<file path="config.mk">
export PLATFORM = sky130hd
export DESIGN_NAME = switch_conditioner
export DESIGN_NICKNAME = d
export VERILOG_FILES = /design/src/rtl/switch_conditioner.sv
export SDC_FILE = /design/constraint.sdc
export NUM_CORES = 1
export LEC_CHECK = 0
export ABC_AREA = 1
export BUFFER_PORTS_ARGS = -buffer_cell sky130_fd_sc_hd__buf_2
export CORE_AREA = 2 2 81 83
export CTS_CLUSTER_SIZE = 24
export DETAILED_ROUTE_END_ITERATION = 16
export DIE_AREA = 0 0 83 85
export GPL_TIMING_DRIVEN = 0
export PLACE_DENSITY = 0.68
export SETUP_SLACK_MARGIN = 0.15
export SLEW_MARGIN = 20
export SYNTH_ARGS = -nofsm -noshare
export SYNTH_HDL_FRONTEND = slang
export SYNTH_SLANG_ARGS = --single-unit
</file>
<file path="constraint.sdc">
create_clock -name clk_2 -period 1.9 [get_ports clk_2]
set_input_delay 0.19 -clock clk_2 [delete_from_list [all_inputs] [get_ports clk_2]]
set_output_delay 0.19 -clock clk_2 [all_outputs]
set_load 0.02 [all_outputs]
</file>
<file path="src/rtl/switch_conditioner.sv">
// Switch input conditioning: two-flop synchroniser, per-channel debounce with
// rise/fall strobes, and an auto-repeat step pulse generated from one channel.
module switch_conditioner #(
    parameter int NBITS           = 8,
    parameter int DEBOUNCE_CYCLES = 4,
    parameter int REPEAT_DELAY    = 8,
    parameter int REPEAT_PERIOD   = 2,
    parameter int STEP_BIT        = 2
) (
    input  logic             clk_2,
    input  logic             reset,
    input  logic [NBITS-1:0] sw_raw,
    output logic [NBITS-1:0] sw_level,
    output logic [NBITS-1:0] sw_rise,
    output logic [NBITS-1:0] sw_fall,
    output logic             step_pulse,
    output logic             stable_all
);

    localparam int CW   = $clog2(DEBOUNCE_CYCLES + 1);
    localparam int TMAX = (REPEAT_DELAY > REPEAT_PERIOD) ? REPEAT_DELAY : REPEAT_PERIOD;
    localparam int TW   = $clog2(TMAX + 1);

    localparam logic [CW-1:0] CNT_LAST    = CW'(DEBOUNCE_CYCLES - 1);
    localparam logic [TW-1:0] DELAY_LAST  = TW'(REPEAT_DELAY - 1);
    localparam logic [TW-1:0] PERIOD_LAST = TW'(REPEAT_PERIOD - 1);

    typedef enum logic [1:0] {
        S_IDLE,
        S_DELAY,
        S_REPEAT
    } state_t;

    logic [NBITS-1:0]         r_sync1, r_sync2;
    logic [NBITS-1:0]         r_level, r_rise, r_fall;
    logic [NBITS-1:0][CW-1:0] r_cnt;
    logic                     r_step;
    logic [TW-1:0]            r_timer;
    state_t                   r_state;

    logic [NBITS-1:0]         w_level_next, w_rise_next, w_fall_next;
    logic [NBITS-1:0][CW-1:0] w_cnt_next;
    logic                     w_stable;
    logic                     w_step_next;
    logic                     w_release;
    logic [TW-1:0]            w_timer_next;
    state_t                   w_state_next;

    // NOTE: every always_comb output gets a default first, so no path can infer a latch.
    always_comb begin
        w_level_next = r_level;
        w_rise_next  = '0;
        w_fall_next  = '0;
        w_cnt_next   = '0;
        w_stable     = 1'b1;
        for (int i = 0; i < NBITS; i++) begin
            if (r_sync2[i] != r_level[i]) begin
                w_stable = 1'b0;
                if (r_cnt[i] == CNT_LAST) begin
                    w_level_next[i] = r_sync2[i];
                    w_rise_next[i]  = r_sync2[i];
                    w_fall_next[i]  = ~r_sync2[i];
                end else begin
                    w_cnt_next[i] = r_cnt[i] + 1'b1;
                end
            end else if (r_cnt[i] != '0) begin
                w_stable = 1'b0;
            end
        end
    end

    // Release is judged on the current level or a fall landing on this same edge.
    always_comb begin
        w_state_next = r_state;
        w_timer_next = r_timer;
        w_step_next  = 1'b0;
        w_release    = ~r_level[STEP_BIT] | w_fall_next[STEP_BIT];
        case (r_state)
            S_IDLE: begin
                if (w_rise_next[STEP_BIT]) begin
                    w_step_next  = 1'b1;
                    w_timer_next = '0;
                    w_state_next = S_DELAY;
                end
            end
            S_DELAY: begin
                if (w_release) begin
                    w_state_next = S_IDLE;
                end else if (r_timer == DELAY_LAST) begin
                    w_step_next  = 1'b1;
                    w_timer_next = '0;
                    w_state_next = S_REPEAT;
                end else begin
                    w_timer_next = r_timer + 1'b1;
                end
            end
            S_REPEAT: begin
                if (w_release) begin
                    w_state_next = S_IDLE;
                end else if (r_timer == PERIOD_LAST) begin
                    w_step_next  = 1'b1;
                    w_timer_next = '0;
                end else begin
                    w_timer_next = r_timer + 1'b1;
                end
            end
            default: w_state_next = S_IDLE;
        endcase
    end

    // NOTE: sequential state uses non-blocking assignments so all flops update together.
    always_ff @(posedge clk_2) begin
        if (reset) begin
            r_sync1 <= '0;
            r_sync2 <= '0;
            r_level <= '0;
            r_rise  <= '0;
            r_fall  <= '0;
            r_cnt   <= '0;
            r_step  <= 1'b0;
            r_timer <= '0;
            r_state <= S_IDLE;
        end else begin
            r_sync1 <= sw_raw;
            r_sync2 <= r_sync1;
            r_level <= w_level_next;
            r_rise  <= w_rise_next;
            r_fall  <= w_fall_next;
            r_cnt   <= w_cnt_next;
            r_step  <= w_step_next;
            r_timer <= w_timer_next;
            r_state <= w_state_next;
        end
    end

    assign sw_level   = r_level;
    assign sw_rise    = r_rise;
    assign sw_fall    = r_fall;
    assign step_pulse = r_step;
    assign stable_all = w_stable;

endmodule

</file>
==> impl_summary.log <==
[metrics] required arrival time at the worst endpoint: roughly 1.7 ns
[metrics] worst hold-check slack: approximately 0.043 ns
[metrics] maximum clock frequency: 578 MHz
[metrics] placer's final routability congestion estimate: approximately 0.77
[metrics] area fraction of the dominant cell type after synthesis: 0.478
[metrics] count of distinct cell types in the synthesized netlist: 30
[metrics] Hold/Removal Path Class: in2reg
[metrics] start-to-end type of the worst setup path: reg2out
[metrics] number of hold-repair buffers added at the cts stage: 0
[metrics] Yosys warning count: 0
[metrics] detailed-routing iteration count for the pre-antenna-repair pass: 4
[metrics] number of diodes: 0
[metrics] headroom to the max-slew limit: 0.607
[metrics] # H-tree levels: 3
[metrics] most common cell in the netlist: inv_1
[metrics] VDD IR-drop max: 0.000481 V
[metrics] Die Area: 7060 sq um
[metrics] register area share after synthesis: 0.478
[metrics] count of endpoints failing hold in the final timing report: 0
[metrics] count of boundary I/O pins: 36
[metrics] type of element capturing the critical path: output port
[metrics] Power Dens Cells: 779 nW/um^2
[metrics] overall fraction of global-route tracks in use: 0.156
[metrics] estimated wirelength of the detail-placed design: 3.90 mm
[metrics] Setup Skew: 0.00657 ns
[metrics] clock edge transition at the registers on the reported setup and hold paths: 0.07 ns
[metrics] post-synthesis cell type with the largest combined area: dfxtp_1
[metrics] Post-synth top flop: dfxtp_1
[metrics] Final min period: 1.73 ns
[metrics] endpoint arrival time on the critical path: 1.54 ns
[metrics] dominant cells by area after synthesis: dfxtp_1 48%, ha_1 13%, inv_1 10%
[metrics] average vias per placed instance: between 4 and 5
[metrics] register bit count reported by yosys: 71
[metrics] average wire per cell in the routed design: 10.8 um
[metrics] Max Cap Violations: 0
[metrics] total clock sinks: 71
[metrics] layout cell share with drive strength beyond 1: 0.196
[metrics] Total Wirelength: around 5.3 mm
[metrics] kind of start point of the critical path: flip-flop
[metrics] number of setup buffers added after CTS: 0
[metrics] max incr delay on CP: about 0.33 ns
[metrics] unrepaired setup endpoints after global routing: yes
[metrics] post-detailed-route DRC marker count: 0
[metrics] standard-cell rows: 29
[metrics] post-synthesis cell count: 358
[metrics] die extent in x: 83 um
[metrics] Tightest Pin Transition: 0.590 ns
[metrics] number of violations reported at the end of detailed-routing iteration 0: 76
[metrics] worst skew pair latency: ~0.34 ns
[metrics] post-layout instance count excluding filler cells: just under 500
[metrics] area of the mapped netlist: 2980 sq um
[metrics] slack of the critical path: 0.170 ns
[metrics] number of antenna violations at the first check in global routing: 0
[metrics] Vert. Die Dim: 85 um
[metrics] largest net degree at the start of global routing: 12
[metrics] critical path, cell by cell: inv_2, ha_4, nand3_4, nor4_4, nand3_1, nor2_2, buf_6
[metrics] cell at the root of the clock tree: clkbuf_8
[metrics] GRT overflow: 0
[metrics] max-slew violation total from the final report: 0
[metrics] number of synthesized flops with an enable pin: 0
[metrics] effective utilization at floorplan: 0.480
[metrics] net count reported at finish: ~440
[metrics] ANT nets after route: 0
[metrics] clock tree from TritonCTS: built
[metrics] highest-delay cell along the critical path: dfxtp_2
[metrics] outcome: completed
[metrics] maximum fanout encountered on the critical timing path: 2
[metrics] static leakage: ~1.7 nW
[metrics] number of global-route vias before repair: 2,042
[metrics] buffers from clock root to sink, at most: 2
[metrics] share of the clock period used by the worst path: 0.910
[metrics] share of synthesized registers carrying an async set or reset: 0
[metrics] wire length of the first global-routing pass: 8.67 mm
[metrics] placed cell count: 470
[metrics] Worst Setup Slack post-DPL: 0.289 ns
[metrics] final count of negative-setup-slack endpoints: 0
[metrics] vias after detailed routing: 2,248
[metrics] total core area: between 6000 and 7000 sq um
[metrics] setup TNS after final layout: 0 ns
[metrics] total CTS buffers: 9
[metrics] number of I/O port buffers: 35
[metrics] layout overhead on the synthesized area: 17.5%
[metrics] DP Area: 3250 sq um
[metrics] post-route standard cell area excluding fillers: 3500 sq um
[metrics] number of nets in the synthesized netlist: 398
[metrics] most numerous cell types in the synthesized netlist: 83 x inv_1, 71 x dfxtp_1, 59 x nor2_1
[metrics] syn avg cell area: 8.31 sq um
==> worst paths after layout <==
kind | from | endpoint | slack (ns) | cells past startpoint
worst max register to register | r_cnt[6] | r_timer[1] | 0.27 | 8
worst max-delay path | r_cnt[7] | stable_all | 0.17 | 7
worst min register to register | r_sync1[0] | r_sync2[0] | 0.41 | 2
worst min-delay path | sw_raw[2] | r_sync1[2] | 0.04 | 3
==> repair_timing <==
item,4_1_cts,5_1_grt
resized for setup,3,17
cloned,0,0
pin swaps,0,4
setup endpoints to repair,1,1
==> where the power goes <==
group / total (mW) / internal (mW) / switching (mW)
Sequential: 1.52 / 1.51 / 0.0144
Clock: 1.09 / 0.542 / 0.546
Combinational: 0.111 / 0.0447 / 0.0664
Total: 2.72 / 2.10 / 0.627
==> cells by family (layout without fill, tap and decap cells) <==
logic type                 Yosys count  in the layout  synth area share
adders and majority gates           30             30             0.126
xor gates and xnor gates             8              8            0.0236
and+or+nand+nor                    137            137             0.212
DFF                                 71             71             0.478
buffers and inverters               93            144             0.121
AOI/OAI and AO/OA                   19             19            0.0400
==> metrics by stage <==
step                utilization  power [mW]
floorplan                     -        1.62
detailed placement        0.523        1.66
finish                    0.564        2.72
global route              0.564        2.81
global placement          0.523        1.66
CTS                       0.554        2.75
==> layer usage <==
| metal | vias up | part of all wire | global-route usage |
|---|---|---|---|
| met5 | - | 0 | 0 |
| met1 | 1018 | 0.49 | 0.190 |
| met3 | 11 | 0.038 | 0.0409 |
| met4 | 0 | 0.024 | 0.0864 |
| met2 | 36 | 0.45 | 0.251 |
| li1 | 1183 | - | - |
==> layout by cell type (no fill, tap or decap), drive strengths merged <==
cell type and count:
clkbuf 15, nor2 62, o211ai 4, a21oi 9, nor3 3, nand3 20
nand3b 1, xnor2 6, dfxtp 71, clkinvlp 1, nor4 5, o21bai 1
xor2 2, or3 1, nand2 33, o21ai 5, clkinv 2, nand4 10
ha 30, buf 38, inv 88, and3 2
==> sequential cells by signal, indices dropped and copies added (netlist names) <==
name	flops
r_sync2	8
sw_rise	8
r_cnt	24
r_state	2
sw_level	8
r_timer	4
r_sync1	8
sw_fall	8
step_pulse	1
==> worst max-delay path: cells and delay by family (launching register included) <==
family	cells	cell delay [ns]
adders and majority gates	1	0.14
buffers and inverters	2	0.19
DFF	1	0.33
and+or+nand+nor	4	0.55
==> layout make-up <==
type,count,area (sq um)
buffer,5,30.0
clock buffer,13,159
clock inverter,3,17.5
fill,570,2710
inverter,88,330
multi-input combinational,194,1250
sequential,71,1430
tap,77,96.3
timing repair buffer,35,181
Note: power is estimated with default switching activity, not from simulation.
